**src/rtl/pattern_seq_detector.sv**
```systemverilog
// Serial detector for a runtime-loadable PAT_W-bit pattern (MSB first in time).
// It supports overlapping and non-overlapping detection and keeps a saturating match count.
module pattern_seq_detector #(
  parameter int unsigned         PAT_W       = 4,
  parameter logic [PAT_W-1:0]    DEFAULT_PAT = PAT_W'(4'b1011),
  parameter int unsigned         CNT_W       = 8
) (
  input  logic               clk_i,
  input  logic               reset_i,
  input  logic               inp_i,
  input  logic               inp_valid_i,
  input  logic               load_i,
  input  logic [PAT_W-1:0]   pattern_in_i,
  input  logic               overlap_i,
  input  logic               clear_count_i,
  output logic               out_o,
  output logic               armed_o,
  output logic [CNT_W-1:0]   match_count_o
);

  localparam int unsigned    FW      = $clog2(PAT_W + 1);
  localparam logic [FW-1:0]  FULL    = FW'(PAT_W);
  localparam logic [CNT_W-1:0] CNT_MAX = {CNT_W{1'b1}};

  typedef enum logic {FILL, ARMED} state_e;

  state_e             state_q, state_d;
  logic [PAT_W-1:0]   pat_q, pat_d;
  logic [PAT_W-1:0]   hist_q, hist_d;
  logic [FW-1:0]      fill_q, fill_d;
  logic               out_q, out_d;
  logic [CNT_W-1:0]   cnt_q, cnt_d;

  logic [PAT_W-1:0]   hist_n;
  logic [FW-1:0]      fill_inc;
  logic               match;

  always_ff @(posedge clk_i or posedge reset_i) begin
    if (reset_i) begin
      state_q <= FILL;
      pat_q   <= DEFAULT_PAT;
      hist_q  <= '0;
      fill_q  <= '0;
      out_q   <= 1'b0;
      cnt_q   <= '0;
    end else begin
      state_q <= state_d;
      pat_q   <= pat_d;
      hist_q  <= hist_d;
      fill_q  <= fill_d;
      out_q   <= out_d;
      cnt_q   <= cnt_d;
    end
  end

  always_comb begin
    pat_d    = pat_q;
    hist_d   = hist_q;
    fill_d   = fill_q;
    out_d    = 1'b0;
    cnt_d    = cnt_q;
    match    = 1'b0;
    hist_n   = {hist_q[PAT_W-2:0], inp_i};
    fill_inc = (fill_q == FULL) ? FULL : fill_q + 1'b1;

    if (load_i) begin
      pat_d  = pattern_in_i;
      hist_d = '0;
      fill_d = '0;
    end else if (inp_valid_i) begin
      match = (fill_inc == FULL) && (hist_n == pat_q);
      if (match) begin
        out_d = 1'b1;
        // Non-overlapping mode discards the matched bits so a fresh pattern is required.
        if (overlap_i) begin
          hist_d = hist_n;
          fill_d = FULL;
        end else begin
          hist_d = '0;
          fill_d = '0;
        end
      end else begin
        hist_d = hist_n;
        fill_d = fill_inc;
      end
    end

    if (clear_count_i) begin
      cnt_d = '0;
    end else if (match && (cnt_q != CNT_MAX)) begin
      cnt_d = cnt_q + 1'b1;
    end

    state_d = (fill_d == FULL) ? ARMED : FILL;
  end

  assign out_o         = out_q;
  assign armed_o       = (state_q == ARMED);
  assign match_count_o = cnt_q;

endmodule

```
**config.mk**
```make
export PLATFORM = sky130hd
export DESIGN_NAME = pattern_seq_detector
export DESIGN_NICKNAME = d
export VERILOG_FILES = /design/src/rtl/pattern_seq_detector.sv
export SDC_FILE = /design/constraint.sdc
export NUM_CORES = 1
export LEC_CHECK = 0
export CAP_MARGIN = 5
export CORE_MARGIN = 2
export CORE_UTILIZATION = 50
export DETAILED_ROUTE_END_ITERATION = 8
export PLACE_DENSITY_LB_ADDON = 0.05
export SLEW_MARGIN = 20
export SYNTH_ARGS = -nofsm -noshare
export SYNTH_HDL_FRONTEND = slang
export SYNTH_SLANG_ARGS = --single-unit
```
**constraint.sdc**
```tcl
create_clock -name clk_i -period 2.6 [get_ports clk_i]
set_input_delay 0.52 -clock clk_i [delete_from_list [all_inputs] [get_ports clk_i]]
set_output_delay 0.52 -clock clk_i [all_outputs]
set_load 0.005 [all_outputs]
```
==> results.tsv, run 1 <==
metric	value	unit
outcome	finished, final reports clean	
drc	0	
crit_required	2.84	ns
place_hpwl	1542	µm
cts_buffers	3	
skew	0.004732	ns
cts_hold_buf	0	
post-route-cell-area	0.001314	mm²
synth_edf_count	0	
timing.hold.ws	0.5509	ns
cap_violations	0	
gp_congestion	0.7731	
grt_max_degree	21	
synth_cells	100	
grt_pass1_vias	811	
max_freq	0.4410	GHz
dpl_cell_area	0.001277	mm²
cts_resized	0	
cts_root_buffer	clkbuf_4	
seq_area_frac_synth	0.4775	
core_area	0.001982	mm²
diodes	0	
worst_slew_pin_slew	0.7226	ns
endpoint_kind	register	
nFillCells	146	
cts_tree	done	
vias_per_cell	5.644	
port_buffers	20	
cp.arrival	2.51	ns
start_util	0.5328	
ys_types	34	
synth_commonest_cells	dfrtp_1, a21oi_1, o21ai_0, inv_1	
post_cts_buffers	0	
htree_levels	1	
num_rows	16	
setup_tns	0	ns
cp_max_fo	17	
synthTopCellsByArea	dfrtp_1, dfstp_2, a21oi_1, mux2_2, ha_1	
drv_slew	0	
yosysMostFrequentCell	dfrtp_1	
relSlewSlack	0.5178	
hold_path.class	reg2reg	
die_w	49.96	µm
grt_pass1_wl	3505	µm
startpoint_type	register	
postSynthAreaPerCell	10.56	µm²
p_leak	0.5537	nW
syn_to_final_growth	24.41	%
powerDensity	451.2	mW/mm²
ys_ff_latch	20	
ys.flop_type	dfrtp_1	
netlist.top_cell.by_area	dfrtp_1	
antenna_left	0	
wirelength	2025	µm
clk_pin_slew_worst_paths	0.12	ns
hold_viol	0	
rsz0062_at_grt	no	
vdd_drop_max	0.3415	mV
synth_top_area_frac	0.4028	
period_needed	2.268	ns
syn-cell-area	0.001056	mm²
io_pins	21	
drive_gt1_frac	0.1475	
routed-via-count	841	
clkLatencyLatePin	0.31	ns
drtPass1Iterations	4	
async_flop_share	1.000	
p_total	0.0005928	W
clk_path_buf_depth	2	
antenna_found_initial	0	
min_period_over_period	0.8721	
slowest_stage	or4_1	
synth_nets	114	
critPathTopFamily	simple AND/OR/NAND/NOR gates	
routedWlPerCell	13.59	µm
final_util	0.6629	
yosys_warnings	0	
crit_buf_inv	1	
die_h	49.96	µm
drt_iter0_markers	11	
max_stage_delay	0.48	ns
grt.overflow.total	0	
globalRouteTotalUtil	0.1862	
critPathKind	reg2reg	
crit_chain	inv_1, ha_1, nand2b_1, a211oi_4, nand3_2, or4_1, a21oi_1	
nNetsFinal	137	
setup_violations	0	
clock-sinks	20	
die-area	0.002496	mm²
==> kinds of logic after synthesis <==
family	after synthesis	share of synthesized area
and+or+nand+nor	31	0.1825
DFF	20	0.4775
buffers and inverters	9	0.04383
adders and majority gates	3	0.03555
xor gates and xnor gates	4	0.03317
muxes	4	0.04265
AOI/OAI and AO/OA	29	0.1848
==> per-layer routing <==
| metal | share of wire | global-route usage | vias up |
|---|---|---|---|
| met4 | 0.021 | 0.08333 | 0 |
| met3 | 0.033 | 0.02727 | 5 |
| met2 | 0.48 | 0.3000 | 19 |
| met5 | 0 | 0 | - |
| met1 | 0.47 | 0.2475 | 405 |
| li1 | - | - | 412 |
==> layout by cell type (no fill, tap or decap), types with 4 or more instances in the layout <==
| cell | instances |
|---|---|
| a21oi_1 | 12 |
| clkdlybuf4s50_1 | 20 |
| dfrtp_1 | 17 |
| inv_1 | 5 |
| mux2_2 | 4 |
| nand3_1 | 4 |
| nor2_1 | 4 |
| o21ai_0 | 6 |
| or3_1 | 4 |
| xor2_1 | 4 |
==> final cells by class <==
class	instances	area [µm²]	area share
multi-input cells	71	505.5	0.3848
flip-flops and latches	20	504.2	0.3838
repair buffers	22	215.2	0.1638
well taps	27	33.78	0.02571
inverters	5	18.77	0.01429
clock buffers	4	36.28	0.02762
==> registers in the layout, indices dropped and copies added, names as in the netlist <==
register	count
fill_q	3
pat_q	4
hist_q	3
out_o	1
armed_o	1
match_count_o	8
==> power by group <==
group	internal, W	switching, W
registers	0.000325	0.00000843
logic	0.0000373	0.0000347
clock network	0.0000856	0.000101
total	0.000448	0.000144
==> stage by stage <==
step	std cells	setup slack, ns
5_1_grt	149	0.1718
2_1_floorplan	100	0.6475
4_1_cts	149	0.3195
6_report	149	0.3324
3_3_place_gp	145	0.3481
3_5_place_dp	145	0.2528
==> worst paths after layout <==
path	end	slack, ns	from	cells past startpoint
setup / recovery	match_count_o[4]	0.33	fill_q[0]	7
hold reg to reg	pat_q[2]	0.55	pat_q[2]	1
min in group asynchronous	match_count_o[2]	0.61	reset_i	2
setup reg to reg	match_count_o[4]	0.33	fill_q[0]	7
max in group asynchronous	fill_q[0]	1.53	reset_i	2
hold / removal	pat_q[2]	0.55	pat_q[2]	1
==> worst register-to-register path: stages (launching register included) <==
cell and delay [ns]:
dfrtp_1 0.41, inv_1 0.07, ha_1 0.30, nand2b_1 0.19, a211oi_4 0.30, nand3_2 0.28
or4_1 0.49, a21oi_1 0.17
No activity file was read; power rests on OpenSTA's default activity.
==> run 2: changes to the inputs <==
Settings changed: CORE_UTILIZATION 50 to 35.
==> run 2 against run 1 <==
Net effect: the run now ends with design-rule violations left; hold slack got worse by 0.027 ns; power shrank 1.9%; final cell count grew 2.7%; combinational power is essentially flat; fmax is 0.86% higher; final area increased by 0.38%; utilization fell by 19 points; first-iteration DRC count is 45% higher; critical path depth unchanged; sequential power barely moved; clock power is 6% lower; largest power group unchanged.
==> results.tsv, run 2 (synthesis gave the netlist of run 1 again) <==
metric	value	unit
outcome	complete, but fails checks	
violations	design-rule violations	
nFillCells	268	
cts_buffers	3	
die_h	58.93	µm
powerDensity	441.1	mW/mm²
hold_path.class	reg2reg	
startpoint_type	register	
pre_cts_ws	0.2953	ns
io_pins	21	
grtUsageMet3	0.04615	
worst_slew_pin_slew	0.7216	ns
max_freq	0.4448	GHz
htree_levels	1	
skew	0.003551	ns
worst_slack	0.3518	ns
wirelength	2028	µm
cts_root_buffer	clkbuf_4	
grtUsageMet1	0.1770	
num_rows	19	
place_hpwl	1533	µm
largest_register_ffs	8	
max_stage_delay	0.51	ns
crit_buf_inv	1	
port_buffers	20	
crit_required	2.83	ns
busiest_layer	met2	
crit_chain	inv_1, ha_1, nand2b_1, a211oi_4, nand3_2, or3b_2, a21oi_1	
grt_max_degree	21	
grt_pass1_wl	3477	µm
post_cts_buffers	0	
antenna_found_initial	0	
vdd_drop_max	0.2754	mV
critPathTopFamily	simple AND/OR/NAND/NOR gates	
clk_path_buf_depth	2	
drc	2	
drtPass1Iterations	6	
clk_pin_slew_worst_paths	0.10	ns
cts_tree	done	
cts_hold_buf	0	
relSlewSlack	0.5184	
final_util	0.4701	
slowest_stage	or3b_2	
cp_max_fo	17	
cp.arrival	2.48	ns
cap_violations	0	
hold_viol	0	
globalRouteTotalUtil	0.1322	
drv_slew	0	
die_w	58.93	µm
start_util	0.3764	
gp_congestion	0.7026	
vias_per_cell	5.386	
regArea	504.2	µm²
nNetsFinal	137	
drt_iter0_markers	16	
dp_cells	149	
routedWlPerCell	13.25	µm
die-area	0.003473	mm²
endpoint_kind	register	
p_leak	0.5537	nW
stdcell_count	153	
core_area	0.002805	mm²
min_period_over_period	0.8647	
clkLatencyLatePin	0.30	ns
grt.overflow.total	0	
period_needed	2.248	ns
critPathKind	reg2reg	
multi_input_area	505.5	µm²
drive_gt1_frac	0.1475	
layout_commonest_cell	clkdlybuf4s50_1	
rsz0062_at_grt	no	
cts_resized	0	
layout_common_cells	clkdlybuf4s50_1, dfrtp_1, a21oi_1, o21ai_0, inv_1	
routed-via-count	824	
diodes	0	
syn_to_final_growth	24.88	%
setup_violations	0	
grt_pass1_vias	777	
gr-usage-met2	0.2111	
p_total	0.0005817	W
clock-sinks	20	
antenna_left	0	
setup_tns	0	ns
run 2: cell counts in the layout (fill, tap and decap cells not counted):
Identical to the previous run, type by type.
run 2: worst register-to-register path, stage by stage (launching register included):
cell	delay, ns
dfrtp_1	0.41
inv_1	0.08
ha_1	0.30
nand2b_1	0.19
a211oi_4	0.30
nand3_2	0.27
or3b_2	0.51
a21oi_1	0.13
run 2: path summary, 6_finish.rpt:
path / end / slack (ns) / from / cells after the start
max: match_count_o[1] / 0.35 / fill_q[0] / 7
min: hist_q[2] / 0.52 / hist_q[2] / 1
max reg2reg: match_count_o[1] / 0.35 / fill_q[0] / 7
min reg2reg: hist_q[2] / 0.52 / hist_q[2] / 1
max in group asynchronous: fill_q[2] / 1.52 / reset_i / 2
min in group asynchronous: match_count_o[3] / 0.63 / reset_i / 2
run 2: layout make-up:
type                       instances  area share
tap                               31     0.02941
timing repair buffer              22      0.1632
clock buffer                       4     0.02751
inverter                           5     0.01423
multi-input combinational         71      0.3833
sequential                        20      0.3824
run 2: report_power, final:
part           switching, W  internal, W
logic             0.0000346    0.0000373
registers        0.00000846     0.000325
clock network     0.0000904    0.0000855
total              0.000133     0.000448
run 2: per-stage QoR:
step	hold slack [ns]	cell area, µm²
after floorplan	0.4816	1056
after global placement	0.5111	1282
after detailed placement	0.5109	1282
after CTS	0.5362	1319
after global routing	0.5551	1319
final	0.5234	1319
run 2: metal layers:
metal  up-vias  wire (µm)
li1        416          -
met1       394       1028
met2        14        898
met3         0        102
met4         0          0
met5         -          0
==> run 3: changes to the inputs <==
Settings changed: TNS_END_PERCENT set to 5.
==> results of run 3 <==
No change in the layout: final DEF, timing and power equal those of run 2.
